**config.mk**
```make
export PLATFORM = sky130hd
export DESIGN_NAME = mem_access_controller_flat
export DESIGN_NICKNAME = d
export VERILOG_FILES = /design/src/rtl/mem_access_controller_if.sv /design/src/rtl/mem_access_controller.sv /design/src/flat_wrapper.sv
export SDC_FILE = /design/constraint.sdc
export NUM_CORES = 1
export LEC_CHECK = 0
export CORE_ASPECT_RATIO = 0.6
export CORE_UTILIZATION = 39
export DETAILED_ROUTE_END_ITERATION = 16
export GPL_ROUTABILITY_DRIVEN = 0
export GPL_TIMING_DRIVEN = 1
export PLACE_DENSITY = 0.82
export SYNTH_ARGS = -nofsm -noshare
export SYNTH_HDL_FRONTEND = slang
export SYNTH_SLANG_ARGS = --single-unit
```
**constraint.sdc**
```tcl
create_clock -name clk -period 3.5 [get_ports clk]
set_input_delay 0.35 -clock clk [delete_from_list [all_inputs] [get_ports clk]]
set_output_delay 0.35 -clock clk [all_outputs]
set_load 0.005 [all_outputs]
```
**src/rtl/mem_access_controller_if.sv**
```systemverilog
// Bundle of the operation handshake, RAM port and write-back signals around mem_access_controller.
// Handshake: an operation is accepted on a rising edge where op_valid && op_ready; op_ready is never gated by op_valid.
interface mem_access_controller_if #(
  parameter int DATA_W = 32,
  parameter int ADDR_W = 16,
  parameter int PC_W   = 8,
  parameter int OPC_W  = 4
);
  logic              op_valid;
  logic              op_ready;
  logic [OPC_W-1:0]  opcode;
  logic [DATA_W-1:0] src1;
  logic [DATA_W-1:0] src2;
  logic [DATA_W-1:0] st_data;
  logic [DATA_W-1:0] alu_result;
  logic [PC_W-1:0]   pc;
  logic [ADDR_W-1:0] ram_addr;
  logic              ram_rw;
  logic              ram_en;
  logic [DATA_W-1:0] ram_wdata;
  logic [DATA_W-1:0] ram_rdata;
  logic              wb_valid;
  logic [DATA_W-1:0] wb_data;
  logic              op_done;
  logic              addr_err;
  logic              stall;

  modport master (
    output op_valid, opcode, src1, src2, st_data, alu_result, pc, ram_rdata,
    input  op_ready, ram_addr, ram_rw, ram_en, ram_wdata, wb_valid, wb_data, op_done, addr_err, stall
  );

  modport slave (
    input  op_valid, opcode, src1, src2, st_data, alu_result, pc, ram_rdata,
    output op_ready, ram_addr, ram_rw, ram_en, ram_wdata, wb_valid, wb_data, op_done, addr_err, stall
  );
endinterface

```
**src/rtl/mem_access_controller.sv**
```systemverilog
// Arbitrates a single-port RAM between instruction fetch and LDR/STR data access,
// holding the port for WAIT_STATES cycles and muxing the write-back bus.
module mem_access_controller #(
  parameter int                DATA_W      = 32,
  parameter int                ADDR_W      = 16,
  parameter int                PC_W        = 8,
  parameter int                OPC_W       = 4,
  parameter logic [OPC_W-1:0]  OPC_LDR     = 4'b1000,
  parameter logic [OPC_W-1:0]  OPC_STR     = 4'b1001,
  parameter int                WAIT_STATES = 2
) (
  input  logic                       clk,
  input  logic                       rst_n,
  mem_access_controller_if.slave     bus,
  output logic [1:0]                 dbg_state_o
);
  localparam int CNT_W = (WAIT_STATES > 1) ? $clog2(WAIT_STATES) : 1;

  typedef enum logic [1:0] {S_IDLE = 2'd0, S_ACCESS = 2'd1, S_DONE = 2'd2} state_t;

  state_t            state_q, state_d;
  logic [CNT_W-1:0]  cnt_q, cnt_d;
  logic [ADDR_W-1:0] ea_q, ea_d;
  logic              is_ldr_q, is_ldr_d;
  logic [DATA_W-1:0] st_data_q, st_data_d;
  logic [DATA_W-1:0] wb_data_q, wb_data_d;
  logic              wb_valid_q, wb_valid_d;
  logic              addr_err_q, addr_err_d;

  logic              accept;
  logic              is_mem;
  logic [DATA_W-1:0] ea_full;
  logic              range_bad;

  assign accept    = bus.op_valid && bus.op_ready;
  assign is_mem    = (bus.opcode == OPC_LDR) || (bus.opcode == OPC_STR);
  // Carry out of the top bit is dropped; only bits above the RAM address range are checked.
  assign ea_full   = bus.src1 + bus.src2;
  assign range_bad = (ea_full >> ADDR_W) != '0;

  always_comb begin
    state_d    = state_q;
    cnt_d      = cnt_q;
    ea_d       = ea_q;
    is_ldr_d   = is_ldr_q;
    st_data_d  = st_data_q;
    wb_data_d  = wb_data_q;
    wb_valid_d = 1'b0;
    addr_err_d = 1'b0;
    unique case (state_q)
      S_IDLE: begin
        if (accept) begin
          if (!is_mem) begin
            wb_data_d  = bus.alu_result;
            wb_valid_d = 1'b1;
            state_d    = S_DONE;
          end else if (range_bad) begin
            addr_err_d = 1'b1;
            state_d    = S_DONE;
          end else begin
            ea_d      = ea_full[ADDR_W-1:0];
            is_ldr_d  = (bus.opcode == OPC_LDR);
            st_data_d = bus.st_data;
            cnt_d     = CNT_W'(WAIT_STATES - 1);
            state_d   = S_ACCESS;
          end
        end
      end
      S_ACCESS: begin
        if (cnt_q == '0) begin
          if (is_ldr_q) begin
            wb_data_d  = bus.ram_rdata;
            wb_valid_d = 1'b1;
          end
          state_d = S_DONE;
        end else begin
          cnt_d = cnt_q - 1'b1;
        end
      end
      S_DONE:  state_d = S_IDLE;
      default: state_d = S_IDLE;
    endcase
  end

  always_ff @(posedge clk) begin
    if (!rst_n) begin
      state_q    <= S_IDLE;
      cnt_q      <= '0;
      ea_q       <= '0;
      is_ldr_q   <= 1'b0;
      st_data_q  <= '0;
      wb_data_q  <= '0;
      wb_valid_q <= 1'b0;
      addr_err_q <= 1'b0;
    end else begin
      state_q    <= state_d;
      cnt_q      <= cnt_d;
      ea_q       <= ea_d;
      is_ldr_q   <= is_ldr_d;
      st_data_q  <= st_data_d;
      wb_data_q  <= wb_data_d;
      wb_valid_q <= wb_valid_d;
      addr_err_q <= addr_err_d;
    end
  end

  // Outside ACCESS the port always carries the instruction fetch.
  always_comb begin
    bus.ram_en    = 1'b1;
    bus.ram_addr  = ADDR_W'(bus.pc);
    bus.ram_rw    = 1'b1;
    bus.ram_wdata = '0;
    if (state_q == S_ACCESS) begin
      bus.ram_addr  = ea_q;
      bus.ram_rw    = is_ldr_q;
      bus.ram_wdata = is_ldr_q ? '0 : st_data_q;
    end
  end

  assign bus.op_ready = (state_q == S_IDLE) && rst_n;
  assign bus.stall    = (state_q != S_IDLE);
  assign bus.op_done  = (state_q == S_DONE);
  assign bus.wb_valid = wb_valid_q;
  assign bus.addr_err = addr_err_q;
  assign bus.wb_data  = wb_data_q;
  assign dbg_state_o  = state_q;
endmodule

```
**src/flat_wrapper.sv**
```systemverilog
// flat-port wrapper written by rule: the top's interface ports become plain ports
module mem_access_controller_flat 
#(
  parameter int                DATA_W      = 32,
  parameter int                ADDR_W      = 16,
  parameter int                PC_W        = 8,
  parameter int                OPC_W       = 4,
  parameter logic [OPC_W-1:0]  OPC_LDR     = 4'b1000,
  parameter logic [OPC_W-1:0]  OPC_STR     = 4'b1001,
  parameter int                WAIT_STATES = 2
)
  (clk, rst_n, dbg_state_o, bus_op_valid, bus_opcode, bus_src1, bus_src2, bus_st_data, bus_alu_result, bus_pc, bus_ram_rdata, bus_op_ready, bus_ram_addr, bus_ram_rw, bus_ram_en, bus_ram_wdata, bus_wb_valid, bus_wb_data, bus_op_done, bus_addr_err, bus_stall);
  mem_access_controller_if #(.DATA_W(DATA_W), .ADDR_W(ADDR_W), .PC_W(PC_W), .OPC_W(OPC_W)) bus_i ();
  input  logic clk;
  input  logic rst_n;
  output logic [1:0] dbg_state_o;
  input wire logic [$bits(bus_i.op_valid)-1:0] bus_op_valid;
  input wire logic [$bits(bus_i.opcode)-1:0] bus_opcode;
  input wire logic [$bits(bus_i.src1)-1:0] bus_src1;
  input wire logic [$bits(bus_i.src2)-1:0] bus_src2;
  input wire logic [$bits(bus_i.st_data)-1:0] bus_st_data;
  input wire logic [$bits(bus_i.alu_result)-1:0] bus_alu_result;
  input wire logic [$bits(bus_i.pc)-1:0] bus_pc;
  input wire logic [$bits(bus_i.ram_rdata)-1:0] bus_ram_rdata;
  output wire logic [$bits(bus_i.op_ready)-1:0] bus_op_ready;
  output wire logic [$bits(bus_i.ram_addr)-1:0] bus_ram_addr;
  output wire logic [$bits(bus_i.ram_rw)-1:0] bus_ram_rw;
  output wire logic [$bits(bus_i.ram_en)-1:0] bus_ram_en;
  output wire logic [$bits(bus_i.ram_wdata)-1:0] bus_ram_wdata;
  output wire logic [$bits(bus_i.wb_valid)-1:0] bus_wb_valid;
  output wire logic [$bits(bus_i.wb_data)-1:0] bus_wb_data;
  output wire logic [$bits(bus_i.op_done)-1:0] bus_op_done;
  output wire logic [$bits(bus_i.addr_err)-1:0] bus_addr_err;
  output wire logic [$bits(bus_i.stall)-1:0] bus_stall;
  assign bus_i.op_valid = bus_op_valid;
  assign bus_i.opcode = bus_opcode;
  assign bus_i.src1 = bus_src1;
  assign bus_i.src2 = bus_src2;
  assign bus_i.st_data = bus_st_data;
  assign bus_i.alu_result = bus_alu_result;
  assign bus_i.pc = bus_pc;
  assign bus_i.ram_rdata = bus_ram_rdata;
  assign bus_op_ready = bus_i.op_ready;
  assign bus_ram_addr = bus_i.ram_addr;
  assign bus_ram_rw = bus_i.ram_rw;
  assign bus_ram_en = bus_i.ram_en;
  assign bus_ram_wdata = bus_i.ram_wdata;
  assign bus_wb_valid = bus_i.wb_valid;
  assign bus_wb_data = bus_i.wb_data;
  assign bus_op_done = bus_i.op_done;
  assign bus_addr_err = bus_i.addr_err;
  assign bus_stall = bus_i.stall;
  mem_access_controller #(.DATA_W(DATA_W), .ADDR_W(ADDR_W), .PC_W(PC_W), .OPC_W(OPC_W), .OPC_LDR(OPC_LDR), .OPC_STR(OPC_STR), .WAIT_STATES(WAIT_STATES)) u_core (.clk(clk), .rst_n(rst_n), .bus(bus_i), .dbg_state_o(dbg_state_o));
endmodule
```
Yosys cells after proc, flatten, opt, wreduce, memory -nomap -nowiden:

Cells that the tools add are included.

* output and inout port bits: 89
* input bits: 175
* flip-flop bits (word level): 86
* logic and storage cells: 58

* bitwise gates (word level): 1
* reductions and logical operators: 12
* multiplexer cells: 25
* equality and inequality tests: 10
* add/subtract/negate cells: 2

Operator list (count)
* 2-to-1 mux 32 bit: 6
* one-hot mux 32 bit (2 select lines): 1
* adder 32 bit: 1
* nonzero test 32 bit: 1
* 2-to-1 mux 16 bit: 1
* AND reduction 4 bit: 3
* 2-to-1 mux 1 bit: 10
* == test 4 bit (second input constant): 2
* 2-to-1 mux 2 bit: 4
* != test 2 x 1 -> 1 bit (second input constant): 3
* != test 2 bit (second input constant): 3
* AND reduction 5 bit: 1
* one-hot mux 1 bit (2 select lines): 2
* one-hot mux 2 bit (2 select lines): 1
* nonzero test 2 bit: 2
* == test 2 x 1 -> 1 bit (second input constant): 1
* == test 2 bit (second input constant): 1
* logical AND 1 bit: 2
* zero test 2 bit: 1
* AND reduction 2 bit: 1
* logical OR 1 bit: 1
* NOT 1 bit: 1
* subtractor 1 bit (second input constant): 1

Logic depth before layout (Yosys ltp):

Gate-level depths: netlist (run 1).

* word-level depth: 6
* depth in mapped cells: 13
* mapped depth without buffers: 11

Least setup slack after synthesis (run 1):

Ideal clock, no wire load.

* path type: input to register
* from: input bus_src2[0]
* to: register u_core.is_ldr_q
* path buffers: 2
* cell stages on the path: 13
* data required time: 3428 ps
* data arrival time: 3251 ps
* path slack: 178 ps
* library setup time: 72 ps
* cell sequence: ha_1 > fa_1 > a211oi_1 > o211ai_1 > a211oi_2 > o21ai_1 > xor2_1 > a2111o_1 > nor4_2 > and4b_1 > buf_6 > buf_12 > mux2i_1

* longest elaborated chain between the ends: 4

Ends and longest elaborated chain
* start: declaration: line flat_wrapper.sv:20 `input wire logic [$bits(bus_i.src2)-1:0] bus_src2;`
* adder 32 bit: line mem_access_controller.sv:38 `assign ea_full = bus.src1 + bus.src2;`
* nonzero test 32 bit: line mem_access_controller.sv:39 `assign range_bad = (ea_full >> ADDR_W) != '0;`
* NOT 1 bit (no source line)
* AND reduction 4 bit (no source line)
* end signal: assignment: line mem_access_controller.sv:99 `is_ldr_q <= is_ldr_d;`
* end: declaration: line mem_access_controller.sv:24 `logic is_ldr_q, is_ldr_d;`

Every way passes these cells.
A chain may end at the register's enable or synchronous reset.

Worst setup path in the final report (run 1):

* from: input bus_src2[9]
* to: register u_core.st_data_q[31]

* longest elaborated chain between the ends: 4

Ends and longest elaborated chain
* adder 32 bit: line mem_access_controller.sv:38
* nonzero test 32 bit: line mem_access_controller.sv:39
* NOT 1 bit (no source line)
* AND reduction 4 bit (no source line)
* end signal: assignment: line mem_access_controller.sv:100 `st_data_q <= st_data_d;`
* end: declaration: line mem_access_controller.sv:25 `logic [DATA_W-1:0] st_data_q, st_data_d;`

Every way passes these cells.

==> flow_metrics.env, run 1 <==
export IMPL_outcome="finished, final reports clean"
export IMPL_die_area_um2=15700
export IMPL_flop2flop_setup_slack_ns=1.09
export IMPL_synth_top_cell_area_share=0.290
export IMPL_drt_first_pass_iters=5
export IMPL_timing_hold_ws_ns=0.438
export IMPL_finalHoldViolCount=0
export IMPL_wire_per_inst_um=16.6
export IMPL_grt_antenna_before_repair=0
export IMPL_fillerInstances=1220
export IMPL_synth_most_common_cell="nand2_1"
export IMPL_overflow=0
export IMPL_worstPathMaxFanout=7
export IMPL_timing_hold_worst_class="input pin to flop"
export IMPL_worstMarginPinSlew_ns=0.887
export IMPL_async_reset_ff_frac=0
export IMPL_portion_of_the_clock_cycle_consumed_by_the_worst_path_in_the_final_layout=0.979
export IMPL_core_area_um2=14700
export IMPL_synth_seq_cells=86
export IMPL_place_detailed_instances=1213
export IMPL_cellPowerDensity_nw_per_um2=310
export IMPL_cts_tree="yes"
export IMPL_io_pins=264
export IMPL_mappedNetlistArea_um2=5930
export IMPL_grt_max_degree=67
export IMPL_ctsHoldBuffers=0
export IMPL_critPathCaptureType="flop"
export IMPL_final_setup_skew_ns=0.0122
export IMPL_vias=6465
export IMPL_critPathKind="input pin to flop"
export IMPL_initial_utilization=0.404
export IMPL_drc=0
export IMPL_data_arrival_time_of_the_critical_path_ns=3.69
export IMPL_worstSetupStartpointType="input pin"
export IMPL_cts_max_path_buffers=2
export IMPL_synth_top_cell_by_area="dfxtp_1"
export IMPL_ant_nets=0
export IMPL_vias_in_the_first_global_route=6162
export IMPL_cts_root_buf="clkbuf_16"
export IMPL_final_layout_size_suffix_gt1_frac=0.162
export IMPL_floorplan_die_height_um=97.5
export IMPL_syn_instance_count=713
export IMPL_cts_htree_levels=3
export IMPL_gr_usage_all_layers=0.251
export IMPL_slew_limit_headroom=0.408
export IMPL_syn_mean_instance_area_um2=8.32
export IMPL_drv_cap=0
export IMPL_worst_ir_drop_vdd_mv=0.236
export IMPL_fin_area_um2=9800
export IMPL_max_clock_freq_ghz=0.292
export IMPL_dominantRegCellSynth="dfxtp_1"
export IMPL_netlist_top_cells_count="nand2_1, dfxtp_1, mux2i_1, nor2_1, a211oi_1"
export IMPL_dp_final_hpwl_um=15800
export IMPL_synth_top_cells_by_area="dfxtp_1, mux2i_1, nand2_1, ha_1, a211oi_1"
export IMPL_synth_seq_area_share=0.290
export IMPL_wirelength_um=20400
export IMPL_grt_first_pass_wirelength_um=31600
export IMPL_worst_r2r_cell_count=5
export IMPL_viasPerCell=5.24
export IMPL_finalNetCount=1238
export IMPL_synth_warnings=0
export IMPL_clk_pin_slew_worst_paths_ns=0.07
export IMPL_io_buffers=262
export IMPL_final_setup_viol_count=0
export IMPL_clock_sinks=86
export IMPL_worst_endpoint_required_ns=3.76
export IMPL_number_of_distinct_library_cell_variants_in_the_gate_level_netlist_after_synthesis=67
export IMPL_synthToLayoutAreaGrowth_pct=65.3
export IMPL_finalWorstPathRequiredPeriod_ns=3.43
export IMPL_dieWidth_um=161
export IMPL_placed_cell_area_um2=9210
export IMPL_synth_edf_count=0
export IMPL_holdPathStages=2
export IMPL_postSynthNetCount=920
export IMPL_placement_rows=34
export IMPL_numCtsBuffers=9
export IMPL_pleak_nw=3.81
export IMPL_pins_over_their_slew_limit=0
export IMPL_clk_latency_ns=0.34
export IMPL_detailedRoute_firstIterationViolations=483
export IMPL_antenna_cells_inserted=0
export IMPL_finish_cell_count_without_fillers=1234
export IMPL_fin_util=0.668
-- metrics by stage --
stage / TNS [ns] / power, mW / setup slack (ns)
CTS: 0 / 3.00 / 0.0193
floorplan: 0 / 1.49 / 0.178
global route: -0.0727 / 3.18 / -0.0251
global placement: -22.85 / 2.00 / -0.478
detailed placement: -23.56 / 2.02 / -0.516
finish: 0 / 3.04 / 0.0720
-- metal layers --
metal	track usage	vias up	routed length (µm)
li1	-	3194	-
met2	0.395	270	9140
met1	0.346	2982	9630
met5	0	-	0
met4	0.0479	0	250
met3	0.0636	19	1420
-- what timing repair did --
| action | 4_1_cts | 5_1_grt |
|---|---|---|
| setup buffers | 2 | 2 |
| endpoints found under the setup margin | 51 | 51 |
| endpoints found under the hold margin | 0 | 0 |
| gates resized for setup | 8 | 35 |
| cloned | 1 | 1 |
| pin swaps | 5 | 11 |
-- path summary, 6_finish.rpt --
path,from,end
worst min register to register,u_core.ea_q[10],u_core.ea_q[10]
worst max register to register,u_core.dbg_state_o[0],u_core.bus.wb_data[8]
worst min-delay path,rst_n,u_core.cnt_q
worst max-delay path,bus_src2[9],u_core.st_data_q[31]
-- cell families (layout without fill, tap and decap cells) --
group / count (synthesis) / count (layout) / share of synthesized area
buf+inv: 59 / 382 / 0.0557
compound gates: 137 / 137 / 0.167
xor+xnor: 24 / 24 / 0.0355
mux: 94 / 94 / 0.161
fa+ha+maj: 32 / 32 / 0.0688
flops: 86 / 86 / 0.290
other cells: 1 / 1 / 0.000632
simple gates: 280 / 280 / 0.221
-- final cells by class --
type	instances	area (µm²)	share of cell area
Sequential cell	86	1720	0.176
Timing Repair Buffer	359	3420	0.349
Tap cell	198	248	0.0253
Clock inverter	7	77.6	0.00792
Clock buffer	9	225	0.0230
Inverter	7	26.3	0.00268
Multi-Input combinational cell	568	4080	0.416
-- critical path, cell delays in order --
cell	delay (ns)
clkdlybuf4s50_1	0.40
ha_1	0.41
and3_1	0.26
and3_1	0.18
a221o_1	0.40
nor2_1	0.29
o31ai_2	0.11
xnor2_1	0.20
and4_1	0.22
and4b_2	0.36
buf_6	0.16
buf_12	0.13
mux2i_4	0.22
-- state kept, by name, indices dropped and copies added (netlist names) --
signal and flops:
u_core.bus.wb_valid 1, u_core.st_data_q 32, u_core.ea_q 16, u_core.dbg_state_o 2, u_core.is_ldr_q 1, u_core.bus.wb_data 32
u_core.cnt_q 1, u_core.bus.addr_err 1
-- where the power goes --
group | leakage, nW | internal, mW | switching, mW
registers | 0.700 | 1.02 | 0.0224
logic | 2.96 | 0.563 | 0.448
clock network | 0.153 | 0.564 | 0.421
total | 3.81 | 2.14 | 0.891
-- cell usage in the layout (no fill, tap or decap), types with 25 or more instances in the layout --
cell type	Yosys	layout
nor2_1	59	59
clkdlybuf4s50_1	0	257
a21oi_1	32	28
nand2_1	125	124
a211oi_1	37	36
mux2i_1	83	82
dfxtp_1	86	86
and3_1	36	36
ha_1	31	25
buf_4	3	91
Power figures use the tool's default switching activity.
==> run 2, diff against run 1 <==
--- a/config.mk
+++ b/config.mk
@@ -6,11 +6,13 @@
 export NUM_CORES = 1
 export LEC_CHECK = 0
 export CORE_ASPECT_RATIO = 0.6
-export CORE_UTILIZATION = 39
+export CORE_UTILIZATION = 45
+export CTS_CLUSTER_DIAMETER = 150
 export DETAILED_ROUTE_END_ITERATION = 16
+export DONT_BUFFER_PORTS = 1
 export GPL_ROUTABILITY_DRIVEN = 0
 export GPL_TIMING_DRIVEN = 1
-export PLACE_DENSITY = 0.82
+export PLACE_DENSITY = 0.65
 export SYNTH_ARGS = -nofsm -noshare
 export SYNTH_HDL_FRONTEND = slang
 export SYNTH_SLANG_ARGS = --single-unit
==> run 2 against run 1 <==
  * Largest cell class unchanged
  * Cell count down 30%
  * Combinational power down 45%
  * Register-to-register slack worse by 0.15 ns
  * Flip-flop and latch count unchanged
  * Setup slack better by 0.16 ns
  * Routed wire length down 22%
  * Clock skew down 0.0024 ns
  * Design area down 35%
==> flow_metrics.env, run 2 (synthesis results as in run 1) <==
export IMPL_grt_antenna_before_repair=0
export IMPL_worstMarginPinSlew_ns=0.997
export IMPL_gr_usage_all_layers=0.224
export IMPL_cp_num_buf_inv=1
export IMPL_clk_latency_ns=0.33
export IMPL_min_to="u_core.st_data_q[10]"
export IMPL_dieWidth_um=150
export IMPL_worstSetupStartpointType="input pin"
export IMPL_initial_utilization=0.461
export IMPL_drc=0
export IMPL_die_area_um2=13700
export IMPL_vias=5189
export IMPL_grt_max_degree=104
export IMPL_portion_of_the_clock_cycle_consumed_by_the_worst_path_in_the_final_layout=0.934
export IMPL_placed_cell_area_um2=6060
export IMPL_worstPathCellList="ha_1 > nand4_1 > or3_1 > a21oi_1 > nor2_1 > o2111ai_1 > nand4_1 > nor4_2 > and4b_4 > buf_12 > mux2i_1"
export IMPL_finalWorstPathRequiredPeriod_ns=3.27
export IMPL_worst_ir_drop_vdd_mv=0.232
export IMPL_cts_root_buf="clkbuf_16"
export IMPL_numCtsBuffers=9
export IMPL_register_area_um2=1720
export IMPL_flop2flop_setup_slack_ns=0.94
export IMPL_clk_pin_slew_worst_paths_ns=0.06
export IMPL_synthToLayoutAreaGrowth_pct=7.60
export IMPL_finalHoldViolCount=0
export IMPL_cts_htree_levels=3
export IMPL_drv_cap=0
export IMPL_multiInputGateArea_um2=3910
export IMPL_fin_area_um2=6380
export IMPL_place_detailed_instances=853
export IMPL_placement_rows=32
export IMPL_r2r_end="u_core.st_data_q[25]"
export IMPL_finish_cell_count_without_fillers=869
export IMPL_cellPowerDensity_nw_per_um2=407
export IMPL_ant_nets=0
export IMPL_worst_endpoint_required_ns=3.75
export IMPL_critPathCaptureType="flop"
export IMPL_timing_critical_path_mode_cell="nand4_1"
export IMPL_pins_over_their_slew_limit=0
export IMPL_outcome="finished, final reports clean"
export IMPL_ctsHoldBuffers=0
export IMPL_worst_path_dominant_cell_family="simple AND/OR/NAND/NOR gates"
export IMPL_dp_final_hpwl_um=12300
export IMPL_detailedRoute_firstIterationViolations=457
export IMPL_rsz0062_at_grt="false"
export IMPL_wire_per_inst_um=18.4
export IMPL_antenna_cells_inserted=0
export IMPL_worstPathMaxFanout=27
export IMPL_max_clock_freq_ghz=0.306
export IMPL_layout_commonest_cell="nand2_1"
export IMPL_r2r_path_start="u_core.dbg_state_o[0]"
export IMPL_hold_path_startpoint="bus_st_data[10]"
export IMPL_cts_max_path_buffers=2
export IMPL_most_common_layout_cells="nand2_1, dfxtp_1, mux2i_1"
export IMPL_io_buffers=0
export IMPL_io_pins=264
export IMPL_overflow=0
export IMPL_wirelength_um=16000
export IMPL_worst_r2r_cell_count=5
export IMPL_final_setup_viol_count=0
export IMPL_fin_util=0.496
export IMPL_top_metal_used="met4"
export IMPL_slew_limit_headroom=0.326
export IMPL_pleak_nw=2.37
export IMPL_critPathKind="input pin to flop"
export IMPL_final_setup_skew_ns=0.00980
export IMPL_final_layout_size_suffix_gt1_frac=0.100
export IMPL_floorplan_die_height_um=90.9
export IMPL_cts_tree="yes"
export IMPL_m1WireLength_um=7440
export IMPL_worst_path_stages=11
export IMPL_vias_in_the_first_global_route=4557
export IMPL_timing_hold_ws_ns=0.154
export IMPL_timing_critical_path_slowest_cell_delay_ns=0.48
export IMPL_routed_wl_met3_um=1460
export IMPL_drt_first_pass_iters=5
export IMPL_holdPathStages=2
export IMPL_data_arrival_time_of_the_critical_path_ns=3.52
export IMPL_met2_wire_length_um=6940
export IMPL_timing_hold_worst_class="input pin to flop"
export IMPL_cp_slowest_cell="ha_1"
export IMPL_grt_first_pass_wirelength_um=24100
export IMPL_core_area_um2=12900
export IMPL_clock_sinks=86
export IMPL_fillerInstances=1240
export IMPL_viasPerCell=5.97
export IMPL_finalNetCount=901
run 2: worst register-to-register path, cell delays in order (launching register included):
cell      delay [ns]
dfxtp_1         0.42
nor4b_1         0.91
nand4b_1        0.24
and4b_4         0.43
buf_12          0.22
mux2i_1         0.26
run 2: report_power, final:
group          total (mW)  switching (mW)  internal (mW)
clock               0.981           0.386          0.595
sequential           1.05          0.0341           1.02
combinational       0.560           0.328          0.232
total                2.59           0.748           1.85
run 2: metrics by stage:
| step | power [mW] | TNS (ns) | setup slack, ns |
|---|---|---|---|
| after CTS | 2.61 | 0 | 0.196 |
| after global routing | 2.72 | 0 | 0.0516 |
| final | 2.59 | 0 | 0.232 |
| after detailed placement | 1.62 | -3.81 | -0.138 |
| after global placement | 1.61 | 0 | 0.0343 |
| after floorplan | 1.49 | 0 | 0.178 |
run 2: cell type report:
class,instances,area share
Inverter,7,0.00412
Clock buffer,12,0.0402
Multi-Input combinational cell,568,0.612
Sequential cell,86,0.270
Timing Repair Buffer,22,0.0318
Tap cell,170,0.0333
Clock inverter,4,0.00843
run 2: what timing repair did:
item | 4_1_cts | 5_1_grt
setup buffers | 0 | 0
setup endpoints to repair | 0 | 2
resized for setup | 0 | 2
run 2: how the worst max path moves through the flow:
stage,startpoint,end
2_1_floorplan,bus_src2[0],u_core.is_ldr_q
3_3_place_gp,bus_src2[0],u_core.st_data_q[1]
3_5_place_dp,bus_src2[0],u_core.st_data_q[25]
4_1_cts,bus_src2[0],u_core.st_data_q[25]
5_1_grt,bus_src2[0],u_core.st_data_q[30]
6_report,bus_src2[12],u_core.st_data_q[25]
run 2: per-layer routing:
metal	vias to the layer above	GRT usage
li1	2513	-
met1	2409	0.318
met2	259	0.339
met3	8	0.0540
met4	0	0.0522
met5	-	0
==> run 3, diff against run 2 <==
--- a/config.mk
+++ b/config.mk
@@ -5,6 +5,7 @@
 export SDC_FILE = /design/constraint.sdc
 export NUM_CORES = 1
 export LEC_CHECK = 0
+export ABC_AREA = 1
 export CORE_ASPECT_RATIO = 0.6
 export CORE_UTILIZATION = 45
 export CTS_CLUSTER_DIAMETER = 150
==> constraint.sdc (replaced) <==
create_clock -name clk -period 3.5 [get_ports clk]
set_input_delay 0.35 -clock clk [delete_from_list [all_inputs] [get_ports clk]]
set_output_delay 0.35 -clock clk [all_outputs]
set_load 0.1 [all_outputs]
==> run 3 against run 2 <==
  * Clock skew fell by 0.0031 ns
  * Non-clock buffer count up 35
  * Register-to-register slack improved by 0.14 ns
  * Critical path type is now flop to output port
  * Area after synthesis is 7.3% higher
  * Synthesized cell count is 59% higher
  * Sequential share of layout area is 4.7 points lower
  * Count of clock-buffer cells in the layout decreased by 3
  * Design area increased by 21%
  * Global-route usage up 3.7 points
  * First-iteration DRC count rose by 27%
==> flow_metrics.env, run 3 <==
export IMPL_outcome="finished, final reports clean"
export IMPL_finalWorstPathRequiredPeriod_ns=2.97
export IMPL_pleak_nw=4.13
export IMPL_number_of_distinct_library_cell_variants_in_the_gate_level_netlist_after_synthesis=33
export IMPL_yosys_area_share_simple=0.427
export IMPL_finish_cell_count_without_fillers=1358
export IMPL_detailedRoute_firstIterationViolations=580
export IMPL_rsz0062_at_grt="false"
export IMPL_worstMarginPinSlew_ns=1.08
export IMPL_power_frac_seq=0.415
export IMPL_overflow=0
export IMPL_xor_xnor_share_of_the_synthesized_area=0.0207
export IMPL_finalHoldViolCount=0
export IMPL_io_pins=264
export IMPL_worstPathMaxFanout=33
export IMPL_portion_of_the_clock_cycle_consumed_by_the_worst_path_in_the_final_layout=0.848
export IMPL_multiInputGateArea_um2=3930
export IMPL_mappedNetlistArea_um2=6360
export IMPL_core_area_um2=13700
export IMPL_drv_cap=0
export IMPL_gr_usage_all_layers=0.261
export IMPL_power_report_internal_total_mw=1.90
export IMPL_ant_nets=0
export IMPL_wire_per_inst_um=14.6
export IMPL_synth_fa_ha_area_frac=0.0641
export IMPL_cellPowerDensity_nw_per_um2=382
export IMPL_synth_seq_cells=86
export IMPL_max_clock_freq_ghz=0.337
export IMPL_vias_in_the_first_global_route=5623
export IMPL_synth_most_common_cell="nand2_1"
export IMPL_final_setup_skew_ns=0.00670
export IMPL_synth_warnings=0
export IMPL_layout_commonest_cell="nand2_1"
export IMPL_worst_ir_drop_vdd_mv=0.224
export IMPL_finalNetCount=1368
export IMPL_pwr_share_comb=0.207
export IMPL_wirelength_um=19800
export IMPL_grt_first_pass_wirelength_um=29500
export IMPL_synth_edf_count=0
export IMPL_worstSetupStartpointType="flop"
export IMPL_grt_antenna_before_repair=0
export IMPL_synth_area_mux_share=0
export IMPL_floorplan_die_height_um=94.1
export IMPL_final_setup_viol_count=0
export IMPL_vias=6684
export IMPL_final_layout_size_suffix_gt1_frac=0.126
export IMPL_drt_first_pass_iters=5
export IMPL_pins_over_their_slew_limit=0
export IMPL_placement_rows=33
export IMPL_dominantRegCellSynth="dfxtp_1"
export IMPL_dp_final_hpwl_um=15900
export IMPL_postSynthNetCount=1340
export IMPL_switchingPower_mw=1.06
export IMPL_die_area_um2=14600
export IMPL_cts_tree="yes"
export IMPL_timing_hold_worst_class="input pin to flop"
export IMPL_initial_utilization=0.464
export IMPL_placed_cell_area_um2=7390
export IMPL_cts_root_buf="clkbuf_16"
export IMPL_synth_top_cells_by_area="dfxtp_1, nand2_1, nor2_1, inv_1, ha_1"
export IMPL_worst_endpoint_required_ns=3.15
export IMPL_data_arrival_time_of_the_critical_path_ns=2.62
export IMPL_syn_mean_instance_area_um2=5.61
export IMPL_drc=0
export IMPL_cts_htree_levels=3
export IMPL_dieWidth_um=155
export IMPL_ctsHoldBuffers=0
export IMPL_netlist_top_cells_count="nand2_1, nor2_1, inv_1, dfxtp_1, o21ai_0"
export IMPL_fillerInstances=1401
export IMPL_power_clock_fraction=0.377
export IMPL_synth_seq_area_share=0.271
export IMPL_cts_max_path_buffers=2
export IMPL_synth_compound_gate_area_share=0.0816
export IMPL_async_reset_ff_frac=0
export IMPL_fin_area_um2=7740
export IMPL_main_combinational_cell_family_by_area_after_synthesis="simple AND/OR/NAND/NOR gates"
export IMPL_io_buffers=0
export IMPL_clk_pin_slew_worst_paths_ns=0.06
export IMPL_timing_setup_tns_ns=0
export IMPL_clock_sinks=86
export IMPL_synthToLayoutAreaGrowth_pct=21.7
export IMPL_power_switching_fraction=0.358
export IMPL_critPathKind="flop to output port"
export IMPL_critPathCaptureType="output port"
export IMPL_viasPerCell=4.92
export IMPL_numCtsBuffers=9
export IMPL_cts_resized=0
export IMPL_grt_max_degree=83
export IMPL_synth_top_cell_by_area="dfxtp_1"
export IMPL_antenna_cells_inserted=0
export IMPL_most_common_layout_cells="nand2_1, inv_1, nor2_1"
export IMPL_register_area_um2=1720
export IMPL_synth_top_cell_area_share=0.271
export IMPL_place_detailed_instances=1342
export IMPL_syn_instance_count=1133
export IMPL_slew_limit_headroom=0.280
export IMPL_clk_latency_ns=0.33
export IMPL_post_cts_repair_setup_buffers=0
==> run 3: changes by cell type after synthesis, sizes merged, moves of 11 or more <==
| cell | delta |
|---|---|
| nand2 | +304 |
| inv | +176 |
| nor2 | +133 |
| mux2i | -83 |
| a211oi | -39 |
| and3 | -35 |
| a31oi | +29 |
| o21ai | +26 |
| nand3 | +22 |
| a21oi | -21 |
| xnor2 | -15 |
| mux2 | -11 |
==> run 3: stage by stage <==
step	power, mW	worst slack, ns	hold slack, ns	util
global route	3.09	0.388	0.127	0.565
global placement	1.84	0.543	0.471	0.539
detailed placement	1.84	0.469	0.482	0.539
floorplan	1.70	-0.377	0.448	-
CTS	2.96	0.494	0.125	0.565
finish	2.95	0.533	0.145	0.565
==> run 3: cell families after synthesis <==
group	count (synthesis)
fa+ha+maj	32
compound gates	93
xor+xnor	15
flops	86
simple gates	683
other cells	1
buf+inv	223
==> run 3: cell type report <==
type / instances / area share
sequential: 86 / 0.223
clock inverter: 7 / 0.0163
inverter: 183 / 0.0888
tap: 192 / 0.0310
timing repair buffer: 57 / 0.104
multi-input combinational: 824 / 0.508
clock buffer: 9 / 0.0291
==> run 3: worst max-delay path, cell delays in order, from the launching register on <==
cell and delay, ns:
dfxtp_2 0.74, inv_1 0.15, nor2_2 0.18, inv_2 0.05
or2_2 0.64, nor2_2 0.30, buf_12 0.20
==> run 3: final timing paths <==
kind	from	cells past startpoint	slack, ns	endpoint
setup / recovery	u_core.dbg_state_o[0]	6	0.53	bus_ram_wdata[30]
setup reg to reg	u_core.dbg_state_o[0]	6	1.08	u_core.bus.wb_data[27]
hold / removal	rst_n	2	0.15	u_core.st_data_q[3]
hold reg to reg	u_core.is_ldr_q	2	0.50	u_core.is_ldr_q
==> run 3: power by group through the flow <==
stage / clock (mW) / combinational [mW] / sequential (mW)
floorplan: 0 / 0.451 / 1.25
global placement: 0 / 0.590 / 1.25
detailed placement: 0 / 0.588 / 1.25
CTS: 1.14 / 0.591 / 1.23
global route: 1.19 / 0.672 / 1.23
finish: 1.11 / 0.613 / 1.23
==> run 3: per-layer routing <==
layer,vias to the layer above,global-route usage,part of all wire
li1,3479,-,-
met1,2831,0.393,0.48
met2,357,0.334,0.37
met3,17,0.109,0.14
met4,0,0.0474,0.0094
met5,-,0,0
